File: src/rtl/serdesphy_pll_lock_ctrl_if.sv
// Control/status bundle between the PLL lock controller and its host.
// The master side drives enables and strobes; the slave side is the controller.
interface serdesphy_pll_lock_ctrl_if #(
  parameter int CNT_W = 10
);
  logic             enable;
  logic             pll_bypass;
  logic             vco_ready;
  logic             fb_pulse;
  logic             clr_sticky;
  logic             pll_rst_req;
  logic             pll_lock;
  logic             lost_lock;
  logic             lock_fail;
  logic [2:0]       state;
  logic [CNT_W-1:0] last_count;
  logic [1:0]       retry_cnt;

  modport master (
    output enable, pll_bypass, vco_ready, fb_pulse, clr_sticky,
    input  pll_rst_req, pll_lock, lost_lock, lock_fail, state, last_count, retry_cnt
  );

  modport slave (
    input  enable, pll_bypass, vco_ready, fb_pulse, clr_sticky,
    output pll_rst_req, pll_lock, lost_lock, lock_fail, state, last_count, retry_cnt
  );
endinterface

File: src/rtl/serdesphy_pll_lock_ctrl.sv
// PLL lock controller: resets the PLL, waits for the VCO, then counts feedback
// pulses per reference window to declare, hold and drop lock with bounded retries.
module serdesphy_pll_lock_ctrl #(
  parameter int WIN_LEN      = 256,
  parameter int CNT_W        = 10,
  parameter int EXPECT       = 128,
  parameter int TOL          = 4,
  parameter int LOCK_WINS    = 4,
  parameter int UNLOCK_WINS  = 2,
  parameter int TIMEOUT_WINS = 64,
  parameter int MAX_RETRY    = 3,
  parameter int RST_LEN      = 16
) (
  input  logic                    clk_ref_24m,
  input  logic                    rst,
  serdesphy_pll_lock_ctrl_if.slave bus
);
  localparam int RUN_W = $clog2(((LOCK_WINS > UNLOCK_WINS) ? LOCK_WINS : UNLOCK_WINS) + 1);
  localparam int TMO_W = $clog2(TIMEOUT_WINS + 1);
  localparam int RST_W = $clog2(RST_LEN + 1);
  localparam int CW1   = CNT_W + 1;

  typedef enum logic [2:0] {
    IDLE     = 3'd0,
    RST_PLL  = 3'd1,
    WAIT_VCO = 3'd2,
    ACQUIRE  = 3'd3,
    LOCKED   = 3'd4,
    FAIL     = 3'd5
  } state_e;

  state_e           state_q, state_d;
  logic [RST_W-1:0] rst_cnt_q, rst_cnt_d;
  logic [CNT_W-1:0] win_cnt_q, win_cnt_d;
  logic [CNT_W-1:0] fb_cnt_q, fb_cnt_d;
  logic [CNT_W-1:0] last_count_q, last_count_d;
  logic [RUN_W-1:0] good_run_q, good_run_d;
  logic [RUN_W-1:0] bad_run_q, bad_run_d;
  logic [TMO_W-1:0] tmo_cnt_q, tmo_cnt_d;
  logic [1:0]       retry_cnt_q, retry_cnt_d;
  logic             pll_lock_q, pll_lock_d;
  logic             pll_rst_req_q, pll_rst_req_d;
  logic             lost_lock_q, lost_lock_d;
  logic             lock_fail_q, lock_fail_d;

  logic             go;
  logic             win_end;
  logic             win_good;
  logic             lost_set;
  logic             fail_set;
  logic [CNT_W-1:0] fb_inc;
  logic [CW1-1:0]   cnt_ext;
  logic [CW1-1:0]   diff;
  logic [RUN_W-1:0] good_n;
  logic [RUN_W-1:0] bad_n;

  assign go      = bus.enable && !bus.pll_bypass;
  assign win_end = (win_cnt_q == CNT_W'(WIN_LEN - 1));
  // Saturating count including a strobe on the current (possibly last) window cycle.
  assign fb_inc  = (bus.fb_pulse && (fb_cnt_q != '1)) ? fb_cnt_q + 1'b1 : fb_cnt_q;
  assign cnt_ext = {1'b0, fb_inc};
  assign diff    = (cnt_ext >= CW1'(EXPECT)) ? cnt_ext - CW1'(EXPECT) : CW1'(EXPECT) - cnt_ext;
  assign win_good = (diff <= CW1'(TOL));
  assign good_n  = win_good ? good_run_q + 1'b1 : '0;
  assign bad_n   = win_good ? '0 : bad_run_q + 1'b1;

  always_comb begin
    state_d      = state_q;
    rst_cnt_d    = rst_cnt_q;
    win_cnt_d    = win_cnt_q;
    fb_cnt_d     = fb_cnt_q;
    last_count_d = last_count_q;
    good_run_d   = good_run_q;
    bad_run_d    = bad_run_q;
    tmo_cnt_d    = tmo_cnt_q;
    retry_cnt_d  = retry_cnt_q;
    lost_set     = 1'b0;
    fail_set     = 1'b0;

    if ((state_q == ACQUIRE) || (state_q == LOCKED)) begin
      win_cnt_d = win_end ? '0 : win_cnt_q + 1'b1;
      fb_cnt_d  = win_end ? '0 : fb_inc;
      if (win_end) last_count_d = fb_inc;
    end

    case (state_q)
      IDLE: begin
        if (go) begin
          state_d     = RST_PLL;
          retry_cnt_d = '0;
          rst_cnt_d   = '0;
        end
      end
      RST_PLL: begin
        rst_cnt_d = rst_cnt_q + 1'b1;
        if (rst_cnt_q == RST_W'(RST_LEN - 1)) state_d = WAIT_VCO;
      end
      WAIT_VCO: begin
        if (bus.vco_ready) begin
          state_d    = ACQUIRE;
          win_cnt_d  = '0;
          fb_cnt_d   = '0;
          good_run_d = '0;
          bad_run_d  = '0;
          tmo_cnt_d  = '0;
        end
      end
      ACQUIRE: begin
        if (!bus.vco_ready) begin
          state_d = WAIT_VCO;
        end else if (win_end) begin
          good_run_d = good_n;
          // Lock is tested before timeout so a window satisfying both locks.
          if (good_n >= RUN_W'(LOCK_WINS)) begin
            state_d   = LOCKED;
            bad_run_d = '0;
          end else if (tmo_cnt_q == TMO_W'(TIMEOUT_WINS - 1)) begin
            if (retry_cnt_q < 2'(MAX_RETRY)) begin
              state_d     = RST_PLL;
              retry_cnt_d = retry_cnt_q + 1'b1;
              rst_cnt_d   = '0;
              good_run_d  = '0;
              tmo_cnt_d   = '0;
            end else begin
              state_d  = FAIL;
              fail_set = 1'b1;
            end
          end else begin
            tmo_cnt_d = tmo_cnt_q + 1'b1;
          end
        end
      end
      LOCKED: begin
        if (!bus.vco_ready) begin
          state_d  = WAIT_VCO;
          lost_set = 1'b1;
        end else if (win_end) begin
          bad_run_d = bad_n;
          if (bad_n >= RUN_W'(UNLOCK_WINS)) begin
            state_d    = ACQUIRE;
            lost_set   = 1'b1;
            good_run_d = '0;
            bad_run_d  = '0;
            tmo_cnt_d  = '0;
          end
        end
      end
      FAIL:    state_d = FAIL;
      default: state_d = IDLE;
    endcase

    if (!go) begin
      state_d     = IDLE;
      rst_cnt_d   = '0;
      win_cnt_d   = '0;
      fb_cnt_d    = '0;
      good_run_d  = '0;
      bad_run_d   = '0;
      tmo_cnt_d   = '0;
      retry_cnt_d = '0;
      lost_set    = 1'b0;
      fail_set    = 1'b0;
    end

    // Sticky flags: a set in the same cycle as a clear takes precedence.
    lost_lock_d   = lost_set | (lost_lock_q & ~bus.clr_sticky);
    lock_fail_d   = fail_set | (lock_fail_q & ~bus.clr_sticky);
    pll_lock_d    = (state_d == LOCKED);
    pll_rst_req_d = (state_d == RST_PLL);
  end

  always_ff @(posedge clk_ref_24m) begin
    if (rst) begin
      state_q       <= IDLE;
      rst_cnt_q     <= '0;
      win_cnt_q     <= '0;
      fb_cnt_q      <= '0;
      last_count_q  <= '0;
      good_run_q    <= '0;
      bad_run_q     <= '0;
      tmo_cnt_q     <= '0;
      retry_cnt_q   <= '0;
      pll_lock_q    <= 1'b0;
      pll_rst_req_q <= 1'b0;
      lost_lock_q   <= 1'b0;
      lock_fail_q   <= 1'b0;
    end else begin
      state_q       <= state_d;
      rst_cnt_q     <= rst_cnt_d;
      win_cnt_q     <= win_cnt_d;
      fb_cnt_q      <= fb_cnt_d;
      last_count_q  <= last_count_d;
      good_run_q    <= good_run_d;
      bad_run_q     <= bad_run_d;
      tmo_cnt_q     <= tmo_cnt_d;
      retry_cnt_q   <= retry_cnt_d;
      pll_lock_q    <= pll_lock_d;
      pll_rst_req_q <= pll_rst_req_d;
      lost_lock_q   <= lost_lock_d;
      lock_fail_q   <= lock_fail_d;
    end
  end

  assign bus.state       = state_q;
  assign bus.pll_lock    = pll_lock_q;
  assign bus.pll_rst_req = pll_rst_req_q;
  assign bus.lost_lock   = lost_lock_q;
  assign bus.lock_fail   = lock_fail_q;
  assign bus.last_count  = last_count_q;
  assign bus.retry_cnt   = retry_cnt_q;
endmodule

File: src/flat_wrapper.sv
// flat-port wrapper written by rule: the top's interface ports become plain ports
module serdesphy_pll_lock_ctrl_flat 
#(
  parameter int WIN_LEN      = 256,
  parameter int CNT_W        = 10,
  parameter int EXPECT       = 128,
  parameter int TOL          = 4,
  parameter int LOCK_WINS    = 4,
  parameter int UNLOCK_WINS  = 2,
  parameter int TIMEOUT_WINS = 64,
  parameter int MAX_RETRY    = 3,
  parameter int RST_LEN      = 16
)
  (clk_ref_24m, rst, bus_enable, bus_pll_bypass, bus_vco_ready, bus_fb_pulse, bus_clr_sticky, bus_pll_rst_req, bus_pll_lock, bus_lost_lock, bus_lock_fail, bus_state, bus_last_count, bus_retry_cnt);
  serdesphy_pll_lock_ctrl_if #(.CNT_W(CNT_W)) bus_i ();
  input  logic clk_ref_24m;
  input  logic rst;
  input wire logic [$bits(bus_i.enable)-1:0] bus_enable;
  input wire logic [$bits(bus_i.pll_bypass)-1:0] bus_pll_bypass;
  input wire logic [$bits(bus_i.vco_ready)-1:0] bus_vco_ready;
  input wire logic [$bits(bus_i.fb_pulse)-1:0] bus_fb_pulse;
  input wire logic [$bits(bus_i.clr_sticky)-1:0] bus_clr_sticky;
  output wire logic [$bits(bus_i.pll_rst_req)-1:0] bus_pll_rst_req;
  output wire logic [$bits(bus_i.pll_lock)-1:0] bus_pll_lock;
  output wire logic [$bits(bus_i.lost_lock)-1:0] bus_lost_lock;
  output wire logic [$bits(bus_i.lock_fail)-1:0] bus_lock_fail;
  output wire logic [$bits(bus_i.state)-1:0] bus_state;
  output wire logic [$bits(bus_i.last_count)-1:0] bus_last_count;
  output wire logic [$bits(bus_i.retry_cnt)-1:0] bus_retry_cnt;
  assign bus_i.enable = bus_enable;
  assign bus_i.pll_bypass = bus_pll_bypass;
  assign bus_i.vco_ready = bus_vco_ready;
  assign bus_i.fb_pulse = bus_fb_pulse;
  assign bus_i.clr_sticky = bus_clr_sticky;
  assign bus_pll_rst_req = bus_i.pll_rst_req;
  assign bus_pll_lock = bus_i.pll_lock;
  assign bus_lost_lock = bus_i.lost_lock;
  assign bus_lock_fail = bus_i.lock_fail;
  assign bus_state = bus_i.state;
  assign bus_last_count = bus_i.last_count;
  assign bus_retry_cnt = bus_i.retry_cnt;
  serdesphy_pll_lock_ctrl #(.WIN_LEN(WIN_LEN), .CNT_W(CNT_W), .EXPECT(EXPECT), .TOL(TOL), .LOCK_WINS(LOCK_WINS), .UNLOCK_WINS(UNLOCK_WINS), .TIMEOUT_WINS(TIMEOUT_WINS), .MAX_RETRY(MAX_RETRY), .RST_LEN(RST_LEN)) u_core (.clk_ref_24m(clk_ref_24m), .rst(rst), .bus(bus_i));
endmodule
File: config.mk
export PLATFORM = sky130hd
export DESIGN_NAME = serdesphy_pll_lock_ctrl_flat
export DESIGN_NICKNAME = d
export VERILOG_FILES = /design/src/rtl/serdesphy_pll_lock_ctrl_if.sv /design/src/rtl/serdesphy_pll_lock_ctrl.sv /design/src/flat_wrapper.sv
export SDC_FILE = /design/constraint.sdc
export NUM_CORES = 1
export LEC_CHECK = 0
export ABC_AREA = 1
export CAP_MARGIN = 20
export CORE_ASPECT_RATIO = 0.7
export CORE_MARGIN = 2
export CORE_UTILIZATION = 47
export CTS_BUF_LIST = sky130_fd_sc_hd__clkbuf_8 sky130_fd_sc_hd__clkbuf_16
export DETAILED_ROUTE_END_ITERATION = 7
export GPL_ROUTABILITY_DRIVEN = 0
export PLACE_DENSITY = 0.63
export SKIP_CTS_REPAIR_TIMING = 1
export SLEW_MARGIN = 40
export SYNTH_ARGS = -nofsm -noshare
export SYNTH_HDL_FRONTEND = slang
export SYNTH_SLANG_ARGS = --single-unit
File: constraint.sdc
create_clock -name clk_ref_24m -period 5.75 [get_ports clk_ref_24m]
set_input_delay 0.575 -clock clk_ref_24m [delete_from_list [all_inputs] [get_ports clk_ref_24m]]
set_output_delay 0.575 -clock clk_ref_24m [all_outputs]
set_load 0.03 [all_outputs]
# [Word-level counts from Yosys, hierarchy flattened]
# Index checks and enable logic that the tools add are counted.
[word_totals] reg_bits=57 inputBits=7 output_inout_bits=19 wordCells=145
[classes] n_addsub=9 n_lt_le_gt_ge=5 eq_ne=22 mux=75 bitwise=6 reduce_logical=15
[op_table] op="2-to-1 mux 10 bit" n=9
[op_table] op="2-to-1 mux 3 bit" n=28
[op_table] op="2-to-1 mux 7 bit" n=9
[op_table] op="2-to-1 mux 5 bit" n=5
[op_table] op="one-hot mux 7 bit (3 select lines)" n=1
[op_table] op="adder 10 x 1 -> 10 bit (second input constant)" n=2
[op_table] op="one-hot mux 3 bit (3 select lines)" n=2
[op_table] op="one-hot mux 3 bit (6 select lines)" n=1
[op_table] op="inequality test 2 bit (second input constant)" n=8
[op_table] op="one-hot mux 5 bit (3 select lines)" n=1
[op_table] op="AND reduction 7 bit" n=2
[op_table] op="2-to-1 mux 1 bit" n=12
[op_table] op="AND reduction 6 bit" n=2
[op_table] op="less-or-equal comparator 11 x 3 -> 1 bit (second input constant)" n=1
[op_table] op="2-to-1 mux 11 bit" n=1
[op_table] op="subtractor 10 x 8 -> 11 bit (second input constant)" n=1
[op_table] op="subtractor 8 x 10 -> 11 bit (first input constant)" n=1
[op_table] op="equality test 10 x 8 -> 1 bit (second input constant)" n=1
[op_table] op=">= comparator 10 x 8 -> 1 bit (second input constant)" n=1
[op_table] op="2-to-1 mux 2 bit" n=5
[op_table] op="inequality test 10 bit (second input constant)" n=1
[op_table] op="equality test 3 bit (second input constant)" n=3
[op_table] op="AND reduction 9 bit" n=1
[op_table] op="adder 7 x 1 -> 7 bit (second input constant)" n=1
[op_table] op="24 further kinds" n=33

# [Logic depth before layout (Yosys ltp)]
[logic_depth] word_depth=14 mapped_depth=23 mapped_depth_nobuf=22

# [Worst setup path before layout]
# OpenSTA, ideal clock, no wires.
[synth_path] path_kind="register -> register" start="reg u_core.fb_cnt_q[0]" end="reg u_core.tmo_cnt_q[1]" setup_ps=116 t_arrival_ps=2599 setup_slack_ps=3035 path_stages_with_launch=17 n_path_buf=0 period_less_slack_ps=2715 path_cell_list="dfxtp_1 > ha_1 > nand3_2 > inv_1 > nand4_1 > xor2_1 > ha_1 > ha_1 > nand3_1 > a21oi_2 > a21oi_4 > nand2_4 > nand2_4 > nand2_4 > nand3_4 > o21ai_0 > nor2_1"
[synth_via] elab_chain_len=10 elab_cells_between_ends=16
[synth_lines] element="start: declaration" line="serdesphy_pll_lock_ctrl.sv:35" source="logic [CNT_W-1:0] fb_cnt_q, fb_cnt_d;"
[synth_lines] element="start signal: assignment" line="serdesphy_pll_lock_ctrl.sv:191" source="fb_cnt_q <= fb_cnt_d;"
[synth_lines] element="branches (longest 2 deep; another with adder 10 x 1 -> 10 bit)"
[synth_lines] element="2-to-1 mux 10 bit *" line="serdesphy_pll_lock_ctrl.sv:60" source="assign fb_inc = (bus.fb_pulse && (fb_cnt_q != '1)) ? fb_cnt_q + 1'b1 : fb_cnt_q;"
[synth_lines] element="subtractor 8 x 10 -> 11 bit (tied with other cells)" line="serdesphy_pll_lock_ctrl.sv:62" source="assign diff = (cnt_ext >= CW1'(EXPECT)) ? cnt_ext - CW1'(EXPECT) : CW1'(EXPECT) - cnt_ext;"
[synth_lines] element="2-to-1 mux 11 bit *" line="serdesphy_pll_lock_ctrl.sv:62"
[synth_lines] element="less-or-equal comparator 11 x 3 -> 1 bit *" line="serdesphy_pll_lock_ctrl.sv:63" source="assign win_good = (diff <= CW1'(TOL));"
[synth_lines] element="2-to-1 mux 3 bit (on tied branches)" line="serdesphy_pll_lock_ctrl.sv:65, serdesphy_pll_lock_ctrl.sv:64"
[synth_lines] element=">= comparator 3 x 2 -> 1 bit / >= comparator 3 bit (equally long branches)" line="serdesphy_pll_lock_ctrl.sv:139, serdesphy_pll_lock_ctrl.sv:114"
[synth_lines] element="inequality test 2 bit (no source line)"
[synth_lines] element="AND reduction 9 bit (no source line) *"
[synth_lines] element="end signal: assignment" line="serdesphy_pll_lock_ctrl.sv:195" source="tmo_cnt_q <= tmo_cnt_d;"
[synth_lines] element="end: declaration" line="serdesphy_pll_lock_ctrl.sv:39" source="logic [TMO_W-1:0] tmo_cnt_q, tmo_cnt_d;"
# Every way passes the cells marked *.
# A chain may end at the register's enable or synchronous reset.

# [Worst setup path in the final report]
[layout_path] start="in bus_fb_pulse" end="reg u_core.pll_lock_q, in the netlist u_core.bus.pll_lock"
[layout_via] elab_chain_len=13 elab_cells_between_ends=20
[layout_lines] element="start: declaration" line="flat_wrapper.sv:21" source="input wire logic [$bits(bus_i.fb_pulse)-1:0] bus_fb_pulse;"
[layout_lines] element="logical AND 1 bit *" line="serdesphy_pll_lock_ctrl.sv:60"
[layout_lines] element="2-to-1 mux 10 bit *" line="serdesphy_pll_lock_ctrl.sv:60"
[layout_lines] element="subtractor 8 x 10 -> 11 bit (tied with other cells)" line="serdesphy_pll_lock_ctrl.sv:62"
[layout_lines] element="2-to-1 mux 11 bit *" line="serdesphy_pll_lock_ctrl.sv:62"
[layout_lines] element="less-or-equal comparator 11 x 3 -> 1 bit *" line="serdesphy_pll_lock_ctrl.sv:63"
[layout_lines] element="2-to-1 mux 3 bit (on tied branches)" line="serdesphy_pll_lock_ctrl.sv:65, serdesphy_pll_lock_ctrl.sv:64"
[layout_lines] element=">= comparator 3 x 2 -> 1 bit / >= comparator 3 bit (equally long branches)" line="serdesphy_pll_lock_ctrl.sv:139, serdesphy_pll_lock_ctrl.sv:114"
[layout_lines] element="2-to-1 mux 3 bit (on tied branches)" line="serdesphy_pll_lock_ctrl.sv:139, serdesphy_pll_lock_ctrl.sv:114"
[layout_lines] element="2-to-1 mux 3 bit (on tied branches)" line="serdesphy_pll_lock_ctrl.sv:137, serdesphy_pll_lock_ctrl.sv:111"
[layout_lines] element="2-to-1 mux 3 bit (on tied branches)" line="serdesphy_pll_lock_ctrl.sv:134, serdesphy_pll_lock_ctrl.sv:109"
[layout_lines] element="one-hot mux 3 bit (6 select lines) *" line="serdesphy_pll_lock_ctrl.sv:86" source="case (state_q)"
[layout_lines] element="2-to-1 mux 3 bit *" line="serdesphy_pll_lock_ctrl.sv:152" source="if (!go) begin"
[layout_lines] element="equality test 3 bit *" line="serdesphy_pll_lock_ctrl.sv:168" source="pll_lock_d = (state_d == LOCKED);"
[layout_lines] element="end signal: assignment" line="serdesphy_pll_lock_ctrl.sv:197" source="pll_lock_q <= pll_lock_d;"
[layout_lines] element="end: declaration" line="serdesphy_pll_lock_ctrl.sv:41" source="logic pll_lock_q, pll_lock_d;"
# Every way passes the cells marked *; elsewhere a longest branch is shown, timed or not.

==> impl_metrics.yaml <==
min_path:
  hold_path.class: "reg2reg"
setup_path:
  crit_arrival_ps: 3540
  start_kind: "input pin"
  path_class: "in2reg"
  path_max_fanout: 9
  cp-end-kind: "register"
  cp.required_ps: 6030
detailed_routing:
  drc: 0
  drt_iter0_drc: 246
  dr_total_vias: 3196
  drtAntennaViolNets: 0
  viasPerCell: 5.15
  dr.pass1.iters: 5
  drt-total-wl_um: 8010
  routedWlPerCell_um: 12.9
synth:
  synth-edff-count: 0
  ys.flop_type: "dfxtp_1"
  synth_seq_cells: 57
  ys_types: 41
  syn_area_um2: 3380
  synth_async_sr_flop_share_pct: 0
  seq_area_frac_synth_pct: 33.8
  syn_inst: 492
  ys_warn_count: 0
  synth_area_per_cell_um2: 6.86
  synth_fp_nets: 510
placed_design:
  preCtsSetupSlack_ps: 2180
  hpwl_um: 5980
  portBuffers: 25
timing:
  hold_slack_ps: 451
  relSlewSlack_pct: 47.2
  setup_tns_ps: 0
  rsz0062_at_grt: "false"
  hold_viol: 0
  worstMarginPinSlew_ps: 789
  max_freq_ghz: 0.307
  fin_crit_sh_pct: 56.7
  layout_setup_ws_ps: 2490
  setup_viol: 0
  finClkSkew_ps: 7.15
  min_period_ps: 3260
  drv_slew: 0
grt:
  grt_pass1_wl_um: 13400
  grt_antenna_before_repair: 0
  grt_pass1_vias: 2781
  grt_max_degree: 22
  gr-total-overflow: 0
  grtUsageTotal_pct: 22.0
floorplan:
  core_area_um2: 6850
  die_h_um: 74.9
  num_rows: 25
  ios: 26
  dieArea_um2: 7890
  initial_core_util_pct: 49.3
  die_x_um: 105
run:
  cap_violations: 0
power:
  power_density_nw_per_um2: 217
  peakVddDrop_mv: 0.135
  p_leak_nw: 1.64
finish:
  nNetsFinal: 540
  fin_util_pct: 57.7
  layout-area-overhead-vs-synth_pct: 17.0
  n_antenna_cell: 0
  drive_gt1_share_pct: 11.0
clock_network:
  clk_pin_slew_worst_paths_ps: 60
  clock_latency_ps: 340
  cts.path.max_buffers: 2
  clock_sinks: 57
  root_buffer: "clkbuf_8"
  numCtsBuffers: 9
  cts_max_level: 3
  cts_tree: "yes"
run_status:
  status: "finished, final reports clean"
critical path, stage by stage:
cell             delay [ps]
clkdlybuf4s50_1         610
a21boi_2                480
nand2_1                 140
nand2_1                 150
inv_1                    80
ha_1                    270
nor2_1                  100
nand3_1                  90
nor2_1                  110
nand3_1                  90
nand2_2                 150
nand3_2                 170
nand2_1                 100
nand2_1                  60
nand3_1                 110
nand3_1                 110
nor2_1                  130
power breakdown:
group / total, mW / leakage, nW / switching (mW) / internal (mW)
Sequential: 0.396 / 0.459 / 0.000593 / 0.395
Clock: 0.429 / 0.115 / 0.163 / 0.266
Combinational: 0.0324 / 1.07 / 0.0217 / 0.0108
Total: 0.857 / 1.64 / 0.185 / 0.672
worst paths after layout:
check,startpoint,endpoint,slack (ps),cells after the start
max reg2reg,u_core.fb_cnt_q[0],u_core.bus.pll_lock,2510,20
min,u_core.bad_run_q[1],u_core.bad_run_q[1],450,2
min reg2reg,u_core.bad_run_q[1],u_core.bad_run_q[1],450,2
max,bus_fb_pulse,u_core.bus.pll_lock,2490,17
layer usage:
layer | vias to the layer above | track usage (%) | share of wire [%]
met5 | - | 0 | 0
met4 | 0 | 7.56 | 0.76
met3 | 9 | 6.75 | 7.8
met2 | 116 | 30.3 | 38
met1 | 1393 | 32.3 | 53
li1 | 1678 | - | -
cell usage after synthesis (4+ instances only):
| library cell | number | area share, % |
|---|---|---|
| nand3_1 | 33 | 4.9 |
| a22oi_1 | 5 | 1.1 |
| nor3_1 | 14 | 2.1 |
| nand2_4 | 4 | 1.3 |
| nand2_1 | 118 | 13 |
| o21ai_0 | 7 | 1.0 |
| clkbuf_1 | 7 | 0.78 |
| a21oi_1 | 30 | 4.4 |
| xor2_1 | 5 | 1.3 |
| nor4_1 | 4 | 0.74 |
| ha_1 | 11 | 4.1 |
| nor2_2 | 6 | 1.1 |
| o211ai_1 | 10 | 2.2 |
| nor2_1 | 53 | 5.9 |
| nand4_1 | 15 | 2.8 |
| inv_2 | 4 | 0.44 |
| dfxtp_1 | 57 | 34 |
| nand3_2 | 4 | 1.2 |
| inv_1 | 70 | 7.8 |
| nand2_2 | 6 | 1.1 |
| a21oi_2 | 4 | 1.0 |
per-stage QoR:
| step | power (mW) | instance area [um^2] | cells |
|---|---|---|---|
| final | 0.857 | 3950 | 621 |
| after CTS | 0.868 | 3950 | 621 |
| after global routing | 0.888 | 3950 | 621 |
| after global placement | 0.437 | 3720 | 605 |
| after detailed placement | 0.437 | 3720 | 605 |
| after floorplan | 0.424 | 3380 | 492 |
logic make-up after synthesis:
| family | Yosys count | share of synthesized area (%) |
|---|---|---|
| AO/OA/AOI/OAI | 67 | 12.9 |
| XOR/XNOR | 7 | 1.82 |
| adder cells (fa/ha/maj) | 11 | 4.08 |
| buffers and inverters | 82 | 9.34 |
| flip-flops | 57 | 33.8 |
| AND/OR/NAND/NOR | 268 | 38.1 |
registers in the layout (all words and copies together) (netlist names):
signal / cells
u_core.bus.lock_fail: 1
u_core.tmo_cnt_q: 7
u_core.bus.last_count: 10
u_core.bad_run_q: 3
u_core.bus.pll_rst_req: 1
u_core.good_run_q: 3
u_core.rst_cnt_q: 5
u_core.bus.pll_lock: 1
u_core.fb_cnt_q: 10
u_core.bus.state: 3
u_core.bus.lost_lock: 1
u_core.win_cnt_q: 10
u_core.bus.retry_cnt: 2
cell usage in the layout (no fill, tap or decap), types with 6 or more instances in the layout:
cell type	n
a21oi_1	30
clkbuf_8	11
clkdlybuf4s50_1	25
dfxtp_1	57
ha_1	11
inv_1	70
nand2_1	118
nand2_2	6
nand3_1	33
nand4_1	15
nor2_1	53
nor2_2	6
nor3_1	14
o211ai_1	10
o21ai_0	7
cell type report:
class,instances,area (um^2)
inverter,74,278
clock buffer,11,151
multi-input combinational,353,1920
fill,689,2900
tap,94,118
timing repair buffer,27,265
sequential,57,1140
clock inverter,5,77.6
(Power assumes the default switching activity.)
